[src/rtl/uart_tx_arbiter.sv]
// uart_tx_arbiter
//   Packet-level round-robin arbiter sharing one serial_transmitter byte FIFO
//   between NUM_REQ requesters. A granted requester keeps the FIFO until the
//   byte flagged `last` is accepted, or until MAX_BURST bytes have gone in.
//
// Ports
//   clk        system clock
//   srst       synchronous active-high reset
//   req_valid  per-requester byte valid
//   req_data   packed request bytes, requester i on [8*i+:8]
//   req_last   per-requester end-of-packet flag, qualified by acceptance
//   req_ready  per-requester accept strobe (combinational)
//   tx_wr_en   write strobe into the transmitter FIFO (combinational)
//   tx_din     byte written into the transmitter FIFO (combinational)
//   tx_full    transmitter FIFO full
//   grant      one-hot current owner, zero when idle (registered)
//   burst_cut  one-cycle pulse when a grant ends on the burst limit (registered)
//
// state | meaning
// ------+---------------------------------------------------------------
// IDLE  | no owner; round-robin pick among req_valid, nothing accepted
// OWN   | owner = last_idx; its bytes pass to the FIFO while not full

module uart_tx_arbiter #(
    parameter int NUM_REQ   = 4,
    parameter int MAX_BURST = 64
) (
    input  logic                   clk,
    input  logic                   srst,
    input  logic [NUM_REQ-1:0]     req_valid,
    input  logic [8*NUM_REQ-1:0]   req_data,
    input  logic [NUM_REQ-1:0]     req_last,
    output logic [NUM_REQ-1:0]     req_ready,
    output logic                   tx_wr_en,
    output logic [7:0]             tx_din,
    input  logic                   tx_full,
    output logic [NUM_REQ-1:0]     grant,
    output logic                   burst_cut
);

    localparam int         IDX_W     = $clog2(NUM_REQ);
    localparam logic [7:0] BURST_LIM = 8'(MAX_BURST);

    typedef enum logic {IDLE, OWN} state_t;

    state_t               state, state_n;
    logic [NUM_REQ-1:0]   grant_n;
    logic [IDX_W-1:0]     last_idx, last_idx_n;
    logic [IDX_W-1:0]     win_idx, cand;
    logic [7:0]           cnt, cnt_n;
    logic                 burst_cut_n;
    logic                 own_valid, own_last, accept;
    logic [7:0]           own_data;

    // Owner lanes are selected with the one-hot grant, so no index decode
    // sits in the write path.
    always_comb begin
        own_data = '0;
        for (int i = 0; i < NUM_REQ; i++) begin
            if (grant[i]) own_data = req_data[8*i +: 8];
        end
    end

    assign own_valid = |(req_valid & grant);
    assign own_last  = |(req_last & grant);
    assign accept    = (state == OWN) && own_valid && !tx_full && !srst;

    // Scan last_idx+NUM_REQ down to last_idx+1 so the closest valid index
    // after the previous winner is the one left standing.
    always_comb begin
        win_idx = last_idx;
        cand    = '0;
        for (int k = NUM_REQ; k >= 1; k--) begin
            cand = IDX_W'((int'(last_idx) + k) % NUM_REQ);
            if (req_valid[cand]) win_idx = cand;
        end
    end

    always_comb begin
        req_ready = '0;
        tx_wr_en  = 1'b0;
        tx_din    = '0;
        if (!srst && state == OWN) begin
            req_ready = grant & {NUM_REQ{~tx_full}};
            tx_wr_en  = accept;
            tx_din    = own_data;
        end
    end

    always_comb begin
        state_n     = state;
        grant_n     = grant;
        last_idx_n  = last_idx;
        cnt_n       = cnt;
        burst_cut_n = 1'b0;
        case (state)
            IDLE: begin
                if (|req_valid) begin
                    state_n    = OWN;
                    grant_n    = NUM_REQ'(1) << win_idx;
                    last_idx_n = win_idx;
                    cnt_n      = '0;
                end
            end
            OWN: begin
                if (accept) begin
                    cnt_n = cnt + 8'd1;
                    // last wins over the limit: a packet ending exactly on
                    // the limit is a normal release.
                    if (own_last) begin
                        state_n = IDLE;
                        grant_n = '0;
                    end else if (cnt + 8'd1 == BURST_LIM) begin
                        state_n     = IDLE;
                        grant_n     = '0;
                        burst_cut_n = 1'b1;
                    end
                end
            end
            default: state_n = IDLE;
        endcase
    end

    always_ff @(posedge clk) begin
        if (srst) begin
            state     <= IDLE;
            grant     <= '0;
            last_idx  <= IDX_W'(NUM_REQ - 1);
            cnt       <= '0;
            burst_cut <= 1'b0;
        end else begin
            state     <= state_n;
            grant     <= grant_n;
            last_idx  <= last_idx_n;
            cnt       <= cnt_n;
            burst_cut <= burst_cut_n;
        end
    end

endmodule

[config.mk]
export PLATFORM = sky130hd
export DESIGN_NAME = uart_tx_arbiter
export DESIGN_NICKNAME = d
export VERILOG_FILES = /design/src/rtl/uart_tx_arbiter.sv
export SDC_FILE = /design/constraint.sdc
export NUM_CORES = 1
export LEC_CHECK = 0
export CAP_MARGIN = 25
export CORE_MARGIN = 2
export CORE_UTILIZATION = 41
export CTS_BUF_LIST = sky130_fd_sc_hd__clkbuf_4
export CTS_CLUSTER_DIAMETER = 60
export DETAILED_ROUTE_END_ITERATION = 10
export GPL_ROUTABILITY_DRIVEN = 0
export GPL_TIMING_DRIVEN = 1
export PLACE_DENSITY = 0.81
export SYNTH_ARGS = -nofsm -noshare
export SYNTH_HDL_FRONTEND = slang
export SYNTH_SLANG_ARGS = --single-unit
[constraint.sdc]
create_clock -name clk -period 1.8 [get_ports clk]
set_input_delay 0.27 -clock clk [delete_from_list [all_inputs] [get_ports clk]]
set_output_delay 0.27 -clock clk [all_outputs]
set_load 0.005 [all_outputs]
# Yosys cells after proc, flatten, opt, wreduce, memory -nomap -nowiden
# Cells that the tools add are included.
dict set report word_totals {
  ff_bits 16
  inputBits 43
  wordCells 71
}
dict set report classes {
  addsub 5
  n_lt_le_gt_ge 4
  eq_ne 4
  shift 1
  muxes 33
  bitwise_logic 6
  reduce_logical 13
}
# op count
set op_table {}
lappend op_table {{8-bit 2-to-1 mux} 7}
lappend op_table {{4-bit 2-to-1 mux} 5}
lappend op_table {{8-bit one-hot mux with 2 select lines} 1}
lappend op_table {{4-bit AND} 3}
lappend op_table {{2-bit by 3-bit less-than comparator with 1-bit output (second input constant)} 4}
lappend op_table {{4-bit OR reduction} 3}
lappend op_table {{1-bit 2-to-1 mux} 10}
lappend op_table {{8-bit by 1-bit adder with 8-bit output (second input constant)} 1}
lappend op_table {{1-bit binary-select mux with 2-bit select} 4}
lappend op_table {{8-bit by 7-bit equality test with 1-bit output (second input constant)} 1}
lappend op_table {{2-bit 2-to-1 mux} 4}
lappend op_table {{4-bit one-hot mux with 2 select lines} 1}
lappend op_table {{7-bit OR reduction} 1}
lappend op_table {{2-bit by 1-bit adder with 2-bit output (second input constant)} 2}
lappend op_table {{2-bit adder (second input constant)} 2}
lappend op_table {{1-bit logical AND} 4}
lappend op_table {{2-bit AND reduction} 2}
lappend op_table {{1-bit by 2-bit left shift with 4-bit output (first input constant)} 1}
lappend op_table {{3-bit by 1-bit != test with 1-bit output (second input constant)} 1}
lappend op_table {{1-bit inverter} 3}
lappend op_table {{3-bit AND reduction} 1}
lappend op_table {{1-bit logical NOT} 2}
lappend op_table {{2-bit by 1-bit != test with 1-bit output (second input constant)} 1}
lappend op_table {{2-bit != test (second input constant)} 1}
lappend op_table {{1-bit one-hot mux with 2 select lines} 1}

# Depth between registers and ports, before layout
# Gate-level depths: netlist of run 1.
dict set report logic_depth {
  word_depth 10
  mapped_depth 7
  depth_no_buf 6
}

# Worst setup path after synthesis of run 1
# Ideal clock, no wire load.
dict set report synth_timing {
  path_type {reg2reg}
  startpoint {reg cnt[0]}
  endpoint {reg grant[1]}
  setup_time_ps 131
  t_arrival_ps 1479
  t_required_ps 1669
  slack_ps 191
  stages_incl_launch_ff 6
  path_buffers 0
  synth_period_minus_slack_ps 1609
  cell_sequence {dfxtp_1 > ha_1 > nand2_1 > o32a_1 > nor3b_4 > o211ai_1}
}
dict set report synth_via {
  elab_chain_cells 4
}
# item line_no
set synth_rtl {}
lappend synth_rtl {{start, declared} 50} ;# logic [7:0] cnt, cnt_n;
lappend synth_rtl {{start signal, assigned} 135} ;# cnt <= cnt_n;
lappend synth_rtl {{8-bit by 1-bit adder with 8-bit output} 113} ;# end else if (cnt + 8'd1 == BURST_LIM) begin
lappend synth_rtl {{8-bit by 7-bit equality test with 1-bit output} 113}
lappend synth_rtl {{3-bit by 1-bit != test with 1-bit output (no source line)} n/a}
lappend synth_rtl {{3-bit AND reduction (no source line)} n/a}
lappend synth_rtl {{end signal, assigned} 133} ;# grant <= grant_n;
lappend synth_rtl {{end, declared} 37} ;# output logic [NUM_REQ-1:0] grant,
# Every way passes these cells.
# A chain may end at the register's enable or synchronous reset.

# Worst setup path after layout of run 1
dict set report layout_timing {
  startpoint {reg grant[1]}
  endpoint {out tx_din[0]}
}
dict set report layout_via {
  elab_chain_cells 4
}
# item line_no
set layout_rtl {}
lappend layout_rtl {{8-bit 2-to-1 mux (3 in a row)} 60} ;# if (grant[i]) own_data = req_data[8*i +: 8];
lappend layout_rtl {{8-bit 2-to-1 mux} 83} ;# if (!srst && state == OWN) begin
lappend layout_rtl {{end, declared} 35} ;# output logic [7:0] tx_din,
# Every way passes these cells.

==> flow_summary_export.csv, run 1 <==
group,metric,value,unit
sta,timing_worst_slew_pin_value,355,ps
sta,final_max_slew_viol_count,0,
sta,fin_tns_setup,-716,ps
global_route,first_pass_grt_wire_length,7.02,mm
floorplan,die_w,59.5,um
detailed_routing,postRouteWirelength,5.48,mm
worst_setup_path,timing.critical_path.from_type,"flop",
clocking,postCtsHoldBufs,0,
clocking,cts_buffers,3,
clocking,clkTransAtPathRegs,90,ps
synthesis,post_synth_and_or_nand_nor_area_fraction,32.4,%
hold_path,min_path_type,"input pin to flop",
final_layout,finalNonFillerCells,289,
clocking,cts_root_buf,"clkbuf_4",
floorplan,placement_rows,20,
sta,fmax,521,MHz
final_layout,synthesis_to_finish_area_growth,87.7,%
sta,slew_headroom,76.1,%
sta,post_layout_minimum_cycle_time,1920,ps
worst_setup_path,worst_ep_required_time,1530,ps
pwr,power,1.21,mW
final_layout,nets,303,
final_layout,antenna_cells,0,
global_route,initial_antenna_violation_count,0,
detailed_routing,routedWlPerCell,19.0,um
final_layout,layout.core_utilization,79.0,%
synthesis,post_synth_xor_area_fraction,0.693,%
synthesis,postSynthNetCount,210,
worst_setup_path,timing.critical_path.arrival,1650,ps
detailed_routing,antenna_violating_nets_post_route,0,
detailed_routing,remaining_drc_errors,0,
pwr,static-leakage-power,0.982,nW
final_layout,drive_gt1_share,33.2,%
final_layout,layout.cells.most_common,"clkdlybuf4s50_1",
synthesis,synth_compound_gate_area_share,30.7,%
synthesis,yosysSeqAreaShare,25.3,%
floorplan,initial_core_util,42.1,%
placed_design,place_worst_setup_slack,-338,ps
worst_setup_path,destination_of_the_critical_timing_path,"tx_din[0]",
worst_setup_path,regToRegEndpoint,"cnt[5]",
synthesis,multiplexer_area_fraction_after_synthesis,1.68,%
flow_run,cap_violations,0,
detailed_routing,route.detailed.vias_per_inst,6.01,
sta,hold_viol,0,
sta,part_of_the_cycle_the_worst_path_needs,107,%
synthesis,postSynthCellCount,165,
sta,finClkSkew,8.13,ps
pwr,powerDensity,510,mW/mm^2
synthesis,yosysWarnings,0,
clocking,clock-sinks,16,
synthesis,main_combinational_cell_family_by_area_after_synthesis,"simple AND/OR/NAND/NOR gates",
synthesis,post_synth_fa_ha_maj_area_fraction,1.98,%
worst_setup_path,timing.setup.critical_path_class,"flop to output port",
sta,finalSetupViolations,11,
synthesis,synth-seq-cells,16,
synthesis,syn_avg_cell_area,7.66,sq um
run_status,violations,"setup timing",
floorplan,fp.dieH,59.5,um
clocking,tritoncts,"built",
floorplan,floorplan.core_area,0.00300,sq mm
clocking,cts_max_level,1,
global_route,groute.usage.overall,25.5,%
clocking,clk-insertion-delay-late,290,ps
detailed_routing,first_pass_iters,4,
run_status,run_status,"finished with violations",
worst_setup_path,r2r_slack,-30,ps
detailed_routing,number_of_vias_in_the_routed_layout,1737,
worst_setup_path,timing.critical_path.to_type,"output port",
synthesis,synth.distinct_cells,46,
worst_setup_path,reg2reg_depth,10,
worst_setup_path,worstReg2RegStart,"grant[1]",
synthesis,number_of_enable_flip_flop_cells_after_synthesis,0,
detailed_routing,detail_route.iter0.violations,161,
placed_design,detailed_place.area,0.00204,sq mm
sta,fin_ws,-119,ps
synthesis,async_reset_ff_share,0,%
floorplan,design.die.area,0.00354,sq mm
placed_design,io_buffer_count,60,
worst_setup_path,worstPathMaxFanout,5,
final_layout,final_design_area_no_fill,0.00237,sq mm
global_route,global_route.overflow_total,0,
global_route,pin_count_of_the_biggest_net_entering_global_routing,20,
global_route,grt_pass1_vias,1581,
synthesis,commonest_register_cell_after_synthesis,"dfxtp_1",
placed_design,placed_cells,271,
sta,grt_setup_unrepaired,"true",
final_layout,most_frequent_cells_in_the_layout,"clkdlybuf4s50_1 (41), buf_4 (34), nor2_1 (20)",
clocking,clock_tree.buffer_depth,2,
synthesis,synthesis.area,0.00126,sq mm
floorplan,pin_count,61,
sta,fin_hold_ws,410,ps
pwr,power.ir.vdd_worst,0.447,mV
worst_setup_path,setup.worst_path.start,"grant[1]",
placed_design,hpwl,3.18,mm
layout make-up:
class / count / area [sq um]
flip-flops and latches: 16 / 330
clock buffers: 3 / 22.5
multi-input cells: 133 / 1030
well taps: 33 / 41.3
inverters: 4 / 15.0
fillers: 172 / 631
repair buffers: 100 / 933
state kept, by name, summed over array words and instances (netlist names):
| name | count |
|---|---|
| cnt | 8 |
| grant | 4 |
| last_idx | 2 |
| burst_cut | 1 |
| state | 1 |
synth_stat cells (all sizes together) (2+ instances only):
cell	count	area, sq um
o21ai	4	20.0
nand3	7	35.0
inv	4	15.0
and2	6	38.8
clkbuf	7	26.3
nand2b	4	25.0
dfxtp	16	320
ha	2	25.0
a22oi	3	22.5
buf	5	50.0
nand3b	3	22.5
nor2	21	78.8
nor2b	9	56.3
a21oi	17	85.1
a211o	2	17.5
a221oi	10	105
and3	2	13.8
a41oi	2	17.5
a22o	2	18.8
a211oi	4	35.0
nor3	10	55.1
o211ai	4	30.0
nand2	8	30.0
cells by family (layout without fill, tap and decap cells):
| family | Yosys count | after routing |
|---|---|---|
| AO/OA/AOI/OAI | 52 | 52 |
| XOR/XNOR | 1 | 1 |
| adder cells (fa/ha/maj) | 2 | 2 |
| buffers and inverters | 16 | 107 |
| flip-flops | 16 | 16 |
| multiplexers | 2 | 2 |
| AND/OR/NAND/NOR | 76 | 76 |
where the power goes:
part / leakage (nW) / internal [mW] / switching [mW] / total, mW
Clock: 0.0138 / 0.0779 / 0.107 / 0.185
Combinational: 0.835 / 0.354 / 0.278 / 0.632
Sequential: 0.133 / 0.372 / 0.0215 / 0.394
per-layer routing:
| layer | track usage [%] | wire (um) |
|---|---|---|
| met2 | 46.8 | 2780 |
| met4 | 10.5 | 132 |
| met5 | 0 | 0 |
| met1 | 29.4 | 2140 |
| met3 | 3.49 | 424 |
worst min path at each step:
| stage | from | cells past startpoint | end |
|---|---|---|---|
| 5_1_grt | srst | 3 | cnt[4] |
| 2_1_floorplan | cnt[5] | 1 | cnt[5] |
| 6_report | srst | 3 | cnt[4] |
| 3_3_place_gp | last_idx[0] | 1 | last_idx[0] |
| 4_1_cts | cnt[5] | 1 | cnt[5] |
| 3_5_place_dp | cnt[5] | 1 | cnt[5] |
critical path, cell delays in order (launching register included):
cell,delay (ps)
dfxtp_4,370
buf_8,130
buf_12,130
a221oi_2,290
nor3_1,90
a21oi_1,160
nor2_1,70
clkbuf_2,110
what timing repair did:
action	in CTS	in global routing
cloned	0	1
setup endpoints to repair	16	21
gates resized for setup	31	46
endpoints found under the hold margin	0	0
pin swaps	4	16
buffers inserted	6	8
No activity file was read; power rests on OpenSTA's default activity.
==> inputs of run 2 (changes only) <==
--- a/config.mk
+++ b/config.mk
@@ -14,6 +14,7 @@
 export GPL_ROUTABILITY_DRIVEN = 0
 export GPL_TIMING_DRIVEN = 1
 export PLACE_DENSITY = 0.81
+export SKIP_CTS_REPAIR_TIMING = 1
 export SYNTH_ARGS = -nofsm -noshare
 export SYNTH_HDL_FRONTEND = slang
 export SYNTH_SLANG_ARGS = --single-unit
==> run 2 against run 1 <==
Die area did not move. Total power fell by 9.5%. The run still ends with setup timing left. Utilization fell by 4.3 points. Count of clock-buffer cells in the layout did not move. Critical path depth fell by 1. Routed wire length fell by 18%. Largest power group unchanged. Sequential power barely moved. Maximum frequency fell by 4.7%. Highest routed layer unchanged. Cell count fell by 2.4%. Largest cell class unchanged. First-iteration DRC count fell by 53%. Final area fell by 5.4%.
==> flow_summary_export.csv, run 2 (synthesized netlist as in run 1, its figures left out) <==
group,metric,value,unit
sta,fmax,497,MHz
worst_setup_path,worstPathMaxFanout,19,
pwr,power.ir.vdd_worst,0.410,mV
final_layout,final.fill_count,202,
final_layout,nets,296,
floorplan,placement_rows,20,
pwr,static-leakage-power,1.01,nW
global_route,first_pass_grt_wire_length,6.38,mm
final_layout,reg.largest.list,"cnt x8, grant x4, last_idx x2",
clocking,cts_root_buf,"clkbuf_4",
final_layout,regMostFlops,"cnt",
final_layout,drive_gt1_share,25.3,%
sta,part_of_the_cycle_the_worst_path_needs,112,%
floorplan,pin_count,61,
sta,fin_ws,-213,ps
detailed_routing,routedWlPerCell,16.0,um
detailed_routing,remaining_drc_errors,0,
worst_setup_path,r2r_slack,10,ps
hold_path,min_path_type,"flop to flop",
clocking,cts_max_level,1,
pwr,clock_power_share,17.1,%
worst_setup_path,worstReg2RegStart,"grant[1]",
pwr,power,1.10,mW
global_route,initial_antenna_violation_count,0,
floorplan,die_w,59.5,um
flow_run,cap_violations,0,
sta,timing_worst_slew_pin_value,339,ps
detailed_routing,detail_route.iter0.violations,75,
sta,fin_tns_setup,-807,ps
worst_setup_path,timing.setup.critical_path_class,"flop to output port",
run_status,run_status,"finished with violations",
worst_setup_path,destination_of_the_critical_timing_path,"tx_din[3]",
detailed_routing,route.detailed.vias_per_inst,5.74,
detailed_routing,antenna_violating_nets_post_route,0,
clocking,cts_buffers,3,
final_layout,antenna_cells,0,
final_layout,largest_register_ff_count,8,
detailed_routing,first_pass_iters,4,
clocking,clock-sinks,16,
final_layout,most_frequent_cells_in_the_layout,"clkdlybuf4s50_1 (47), buf_4 (29), nor2_1 (19)",
pwr,powerDensity,488,mW/mm^2
pwr,switching_share,31.1,%
global_route,groute.usage.overall,23.0,%
global_route,pin_count_of_the_biggest_net_entering_global_routing,20,
placed_design,place_worst_setup_slack,-338,ps
sta,final_max_slew_viol_count,0,
detailed_routing,postRouteWirelength,4.52,mm
worst_setup_path,timing.critical_path.arrival,1740,ps
pwr,internal-power,755,uW
placed_design,hpwl,3.18,mm
clocking,tritoncts,"built",
placed_design,io_buffer_count,60,
clocking,clk-insertion-delay-late,290,ps
clocking,clkTransAtPathRegs,80,ps
global_route,global_route.overflow_total,0,
worst_setup_path,setup.worst_path.start,"grant[2]",
sta,finalSetupViolations,7,
clocking,clock_tree.buffer_depth,2,
hold_path,hp-start,"cnt[5]",
detailed_routing,number_of_vias_in_the_routed_layout,1619,
floorplan,initial_core_util,42.1,%
final_layout,layout.cells.most_common,"clkdlybuf4s50_1",
sta,grt_setup_unrepaired,"true",
worst_setup_path,worst_ep_required_time,1530,ps
floorplan,design.die.area,0.00354,sq mm
pwr,power_frac_seq,36.0,%
sta,slew_headroom,77.3,%
run_status,violations,"setup timing",
worst_setup_path,timing.critical_path.from_type,"flop",
pwr,pwr-share-comb,46.9,%
sta,post_layout_minimum_cycle_time,2010,ps
worst_setup_path,timing.critical_path.to_type,"output port",
global_route,grt_pass1_vias,1474,
sta,finClkSkew,1.11,ps
pwr,switching_power,341,uW
final_layout,synthesis_to_finish_area_growth,77.5,%
worst_setup_path,regToRegEndpoint,"cnt[3]",
worst_setup_path,reg2reg_depth,8,
floorplan,floorplan.core_area,0.00300,sq mm
sta,hold_viol,0,
floorplan,fp.dieH,59.5,um
-- run 2: worst max-delay path, stage by stage (launching register included) --
cell	delay (ps)
dfxtp_2	360
buf_12	150
nor2b_1	130
nor3_1	170
a21oi_1	60
nor2_1	90
clkdlybuf4s50_1	500
-- run 2: routing by layer --
| layer | vias up | GRT usage, % | share of wire (%) |
|---|---|---|---|
| li1 | 787 | - | - |
| met1 | 766 | 26.8 | 40 |
| met2 | 61 | 43.3 | 52 |
| met3 | 5 | 3.06 | 7.3 |
| met4 | 0 | 6.67 | 0.89 |
| met5 | - | 0 | 0 |
-- run 2: how the worst min path moves through the flow --
stage	endpoint	slack (ps)	cells after the start
2_1_floorplan	cnt[5]	460	1
3_3_place_gp	last_idx[0]	480	1
3_5_place_dp	cnt[5]	500	1
4_1_cts	cnt[5]	520	1
5_1_grt	cnt[5]	540	1
6_report	cnt[5]	520	1
-- run 2: power by group through the flow --
stage                     sequential [mW]  combinational, mW  clock (mW)
after floorplan                     0.398              0.204           0
after global placement              0.394              0.441           0
after detailed placement            0.396              0.452           0
after CTS                           0.387              0.454       0.194
after global routing                0.397              0.558       0.206
final                               0.394              0.514       0.187
-- run 2: cell type report --
type,instances,area [sq um],area share [%]
multi-input cells,133,937,41.8
flip-flops and latches,16,325,14.5
repair buffers,93,902,40.2
clock buffers,3,22.5,1.00
well taps,33,41.3,1.84
inverters,4,15.0,0.669
-- run 2: through the flow --
stage | area, sq um | instances | util [%] | hold WS (ps)
finish | 2240 | 282 | 74.7 | 524
global route | 2240 | 282 | 74.7 | 535
detailed placement | 2040 | 271 | 68.0 | 501
global placement | 2040 | 271 | 68.0 | 484
CTS | 2060 | 274 | 68.8 | 517
floorplan | 1260 | 165 | - | 456
==> inputs of run 3 (changes only) <==
--- a/config.mk
+++ b/config.mk
@@ -15,6 +15,7 @@
 export GPL_TIMING_DRIVEN = 1
 export PLACE_DENSITY = 0.81
 export SKIP_CTS_REPAIR_TIMING = 1
+export SKIP_LAST_GASP = 1
 export SYNTH_ARGS = -nofsm -noshare
 export SYNTH_HDL_FRONTEND = slang
 export SYNTH_SLANG_ARGS = --single-unit
==> run 3 against run 2 <==
The flow still finishes with violations (setup timing). Utilization increased by 0.17 points. Flip-flop and latch count unchanged. Clock skew decreased by 0.72 ps. Combinational power decreased by 0.8%. Die area unchanged. Critical path depth unchanged. Sequential share of layout area about the same. Hold slack got worse by 1.2 ps. Critical endpoint unchanged.
==> flow_summary_export.csv, run 3 (synthesized netlist as in run 1, its figures left out) <==
group,metric,value,unit
run_status,run_status,"finished with violations",
run_status,violations,"setup timing",
worst_setup_path,setup.worst_path.start,"grant[0]",
final_layout,synthesis_to_finish_area_growth,77.9,%
sta,finClkSkew,0.386,ps
detailed_routing,routedWlPerCell,15.9,um
worst_setup_path,timing.critical_path.from_type,"flop",
final_layout,largest_register_ff_count,8,
final_layout,reg.largest.list,"cnt x8, grant x4, last_idx x2",
placed_design,placed_cells,271,
floorplan,floorplan.core_area,0.00300,sq mm
global_route,grt_pass1_vias,1474,
sta,fin_tns_setup,-847,ps
global_route,groute.usage.overall,23.0,%
sta,fin_ws,-212,ps
clocking,clk-insertion-delay-late,290,ps
worst_setup_path,timing.setup.critical_path_class,"flop to output port",
global_route,global_route.overflow_total,0,
final_layout,layout.core_utilization,74.9,%
flow_run,cap_violations,0,
sta,hold_viol,0,
detailed_routing,route.detailed.vias_per_inst,5.78,
detailed_routing,postRouteWirelength,4.48,mm
clocking,tritoncts,"built",
worst_setup_path,timing.critical_path.to_type,"output port",
detailed_routing,number_of_vias_in_the_routed_layout,1631,
final_layout,finalNonFillerCells,282,
pwr,static-leakage-power,1.04,nW
final_layout,drive_gt1_share,24.1,%
sta,finalSetupViolations,9,
worst_setup_path,worst_ep_required_time,1530,ps
clocking,cts_root_buf,"clkbuf_4",
floorplan,pin_count,61,
clocking,clkTransAtPathRegs,80,ps
clocking,clock_tree.buffer_depth,2,
placed_design,hpwl,3.18,mm
global_route,pin_count_of_the_biggest_net_entering_global_routing,20,
floorplan,design.die.area,0.00354,sq mm
floorplan,initial_core_util,42.1,%
final_layout,regMostFlops,"cnt",
final_layout,nets,296,
hold_path,min_path_type,"flop to flop",
floorplan,placement_rows,20,
detailed_routing,detail_route.iter0.violations,100,
worst_setup_path,worstReg2RegStart,"grant[1]",
final_layout,final_design_area_no_fill,0.00225,sq mm
detailed_routing,remaining_drc_errors,0,
clocking,clock-sinks,16,
placed_design,place_worst_setup_slack,-338,ps
sta,timing_worst_slew_pin_value,337,ps
hold_path,hp-start,"cnt[5]",
global_route,first_pass_grt_wire_length,6.38,mm
final_layout,register_area,325,sq um
clocking,cts_buffers,3,
worst_setup_path,timing.critical_path.arrival,1740,ps
detailed_routing,antenna_violating_nets_post_route,0,
final_layout,multi_input_gate_area_in_the_final_layout,927,sq um
pwr,powerDensity,484,mW/mm^2
sta,grt_setup_unrepaired,"true",
sta,fmax,497,MHz
floorplan,fp.dieH,59.5,um
final_layout,layout.cells.most_common,"clkdlybuf4s50_1",
sta,slew_headroom,77.4,%
placed_design,io_buffer_count,60,
floorplan,die_w,59.5,um
clocking,cts_max_level,1,
pwr,power.ir.vdd_worst,0.408,mV
sta,final_max_slew_viol_count,0,
worst_setup_path,worstPathMaxFanout,8,
global_route,initial_antenna_violation_count,0,
placed_design,detailed_place.area,0.00204,sq mm
final_layout,final.fill_count,203,
sta,post_layout_minimum_cycle_time,2010,ps
final_layout,antenna_cells,0,
sta,part_of_the_cycle_the_worst_path_needs,112,%
final_layout,most_frequent_cells_in_the_layout,"clkdlybuf4s50_1 (47), buf_4 (29), nor2_1 (19)",
detailed_routing,first_pass_iters,4,
## run 3: cell types whose count changed in the layout (fill, tap and decap cells not counted), sizes merged
cell,change
clkbuf,-2
dlymetal6s2s,+2
## run 3: worst paths after layout
check,slack [ps],depth (start not counted),endpoint
max,-210,6,tx_din[3]
min,520,1,cnt[5]
max reg2reg,-30,8,cnt[3]
min reg2reg,520,1,cnt[5]
## run 3: report_power, final
group / switching [mW] / total [mW] / internal (mW)
registers: 0.0215 / 0.394 / 0.373
logic: 0.206 / 0.510 / 0.303
clock network: 0.107 / 0.185 / 0.0779
total: 0.335 / 1.09 / 0.754
## run 3: area by class of cell
| type | count | area share, % |
|---|---|---|
| multi-input cells | 133 | 41.2 |
| well taps | 33 | 1.84 |
| inverters | 4 | 0.668 |
| repair buffers | 93 | 40.8 |
| flip-flops and latches | 16 | 14.5 |
| clock buffers | 3 | 1.00 |
## run 3: metal layers
layer	global-route usage, %	wire length (um)	vias up
li1	-	-	789
met1	26.8	1740	773
met2	43.3	2350	64
met3	3.06	348	5
met4	6.67	40	0
met5	0	0	-
## run 3: per-stage QoR
stage,total power [mW],hold slack (ps)
2_1_floorplan,0.602,456
3_3_place_gp,0.834,484
3_5_place_dp,0.848,501
6_report,1.09,523
5_1_grt,1.16,535
4_1_cts,1.04,517
## run 3: critical path, cell delays in order, from the launching register on
cell and delay [ps]:
dfxtp_2 340, nor2b_4 230, a221oi_1 100, nor3_1 140, a21oi_1 60, nor2_1 90, clkdlybuf4s50_1 500
==> RTL edit (config.mk and constraints of run 3) <==
Reset style: asynchronous (`srst`), changed in one clocked block. Comments in the files are not updated.
--- a/src/rtl/uart_tx_arbiter.sv
+++ b/src/rtl/uart_tx_arbiter.sv
@@ -121,7 +121,7 @@
         endcase
     end
 
-    always_ff @(posedge clk) begin
+    always_ff @(posedge clk or posedge srst) begin
         if (srst) begin
             state     <= IDLE;
             grant     <= '0;
Behaviour: differs if srst is asserted again (counterexample within 4 cycles, from zero or initial values and one cycle with srst high); with srst held inactive, the same outputs for 10 cycles.
==> RTL edit against run 3 <==
  * The run still ends with negative setup slack left
  * Routed wire length increased by 12%
  * Via count increased by 1.2%
  * Clock skew increased by 14 ps
  * Sequential cell count unchanged
  * Worst setup slack improved by 11 ps
  * Synthesized area decreased by 0.30%
  * Critical path depth increased by 1
  * Final area increased by 0.83%
  * First-iteration DRC count increased by 42%
  * Critical path type unchanged
  * Highest routed layer unchanged
Power is not compared: it rests on default switching activity, and its combinational part moved more than twofold at a synthesized area within 25%.
==> RTL edit: results (changes against run 3) <==
| Metric | Value |
|---|---|
| Number of failing setup endpoints in the final timing report | `12 (was 9)` |
| Average wire per cell in the routed design | `18.0 µm (was 15.9 µm)` |
| Worst path bufs/invs | `2 (was 1)` |
| Clock slew at reported path FFs | `100 ps (was 80 ps)` |
| Sequential share of the synthesized area | `32.0% (was 25.3%)` |
| Outcome | `finished with violations (unchanged)` |
| Slack of the critical path | `-200 ps (was -212 ps)` |
| Critical-path cell with the highest stage delay | `dfrtp_1 (was clkdlybuf4s50_1)` |
| Drt initial violations | `142 (was 100)` |
| Cell area reported after detailed placement | `2030 µm² (was 2040 µm²)` |
| Distinct cells, synth | `41 (was 46)` |
| FILL cells | `176 (was 203)` |
| Share of cells above drive strength 1 | `29.0% (was 24.1%)` |
| Wire length of the first global-routing pass | `6.44 mm (was 6.38 mm)` |
| Biggest area contributors in the synthesized netlist | `dfrtp_1, a221oi_1, a21oi_1 (was dfxtp_1, a21oi_1, a221oi_1)` |
| Worst setup path endpoint | `tx_din[6] (was tx_din[3])` |
| Commonest cells in the synthesized netlist | `dfrtp_1, nor2_1, a21oi_1 (was nor2_1, a21oi_1, dfxtp_1)` |
| R2r endpoint | `grant[3] (was cnt[3])` |
| Syn Nets | `199 (was 210)` |
| Violated checks | `negative setup slack (unchanged)` |
| Detailed placer's ending HPWL | `3.30 mm (was 3.18 mm)` |
| Nets | `290 (was 296)` |
| Reg2Reg Launch Point | `cnt[3] (was grant[1])` |
| Share of synthesized registers carrying an async set or reset | `100% (was 0%)` |
| Average vias per placed instance | `5.94 (was 5.78)` |
[RTL edit: metal layers]
layer | share of wire (%) | GRT usage, % | vias to the layer above | wire length (µm)
li1 | - | - | 753 | -
met1 | 38 | 29.0 | 800 | 1900
met2 | 53 | 43.2 | 80 | 2640
met3 | 6.3 | 4.37 | 18 | 314
met4 | 2.9 | 7.79 | 0 | 147
met5 | 0 | 0 | - | 0
[RTL edit: worst min path at each step]
stage	to	cells past startpoint	start	slack [ps]
finish	cnt[2]	3	srst	70
detailed placement	cnt[6]	2	cnt[6]	520
floorplan	burst_cut	1	srst	190
global route	cnt[2]	3	srst	90
CTS	cnt[2]	3	srst	410
global placement	cnt[6]	2	cnt[6]	510
[RTL edit: final cells by class]
type / instances / area [µm²] / area share, %
Clock buffer: 4 / 30.0 / 1.32
Inverter: 3 / 11.3 / 0.497
Sequential cell: 16 / 407 / 17.9
Tap cell: 33 / 41.3 / 1.82
Multi-Input combinational cell: 128 / 887 / 39.1
Timing Repair Buffer: 94 / 891 / 39.3
[RTL edit: cell families after synthesis]
logic type,share of synthesized area (%)
AOI/OAI and AO/OA,26.4
xor gates and xnor gates,2.09
adders and majority gates,0.993
buffers and inverters,3.87
DFF,32.0
muxes,1.69
and+or+nand+nor,33.0
[RTL edit: power by group through the flow]
stage / registers [mW] / clock network, mW / logic [mW]
global route: 0.647 / 0.243 / 1.94
finish: 0.633 / 0.221 / 1.82
CTS: 0.600 / 0.224 / 1.50
global placement: 0.592 / 0 / 1.44
detailed placement: 0.608 / 0 / 1.50
floorplan: 0.586 / 0 / 0.809
[RTL edit: per-stage QoR]
step	cells	TNS [ps]	worst slack (ps)
after global routing	278	-2770	-286
after CTS	265	-6020	-636
after global placement	261	-3750	-224
final	278	-1170	-200
after floorplan	155	0	154
after detailed placement	261	-4950	-298
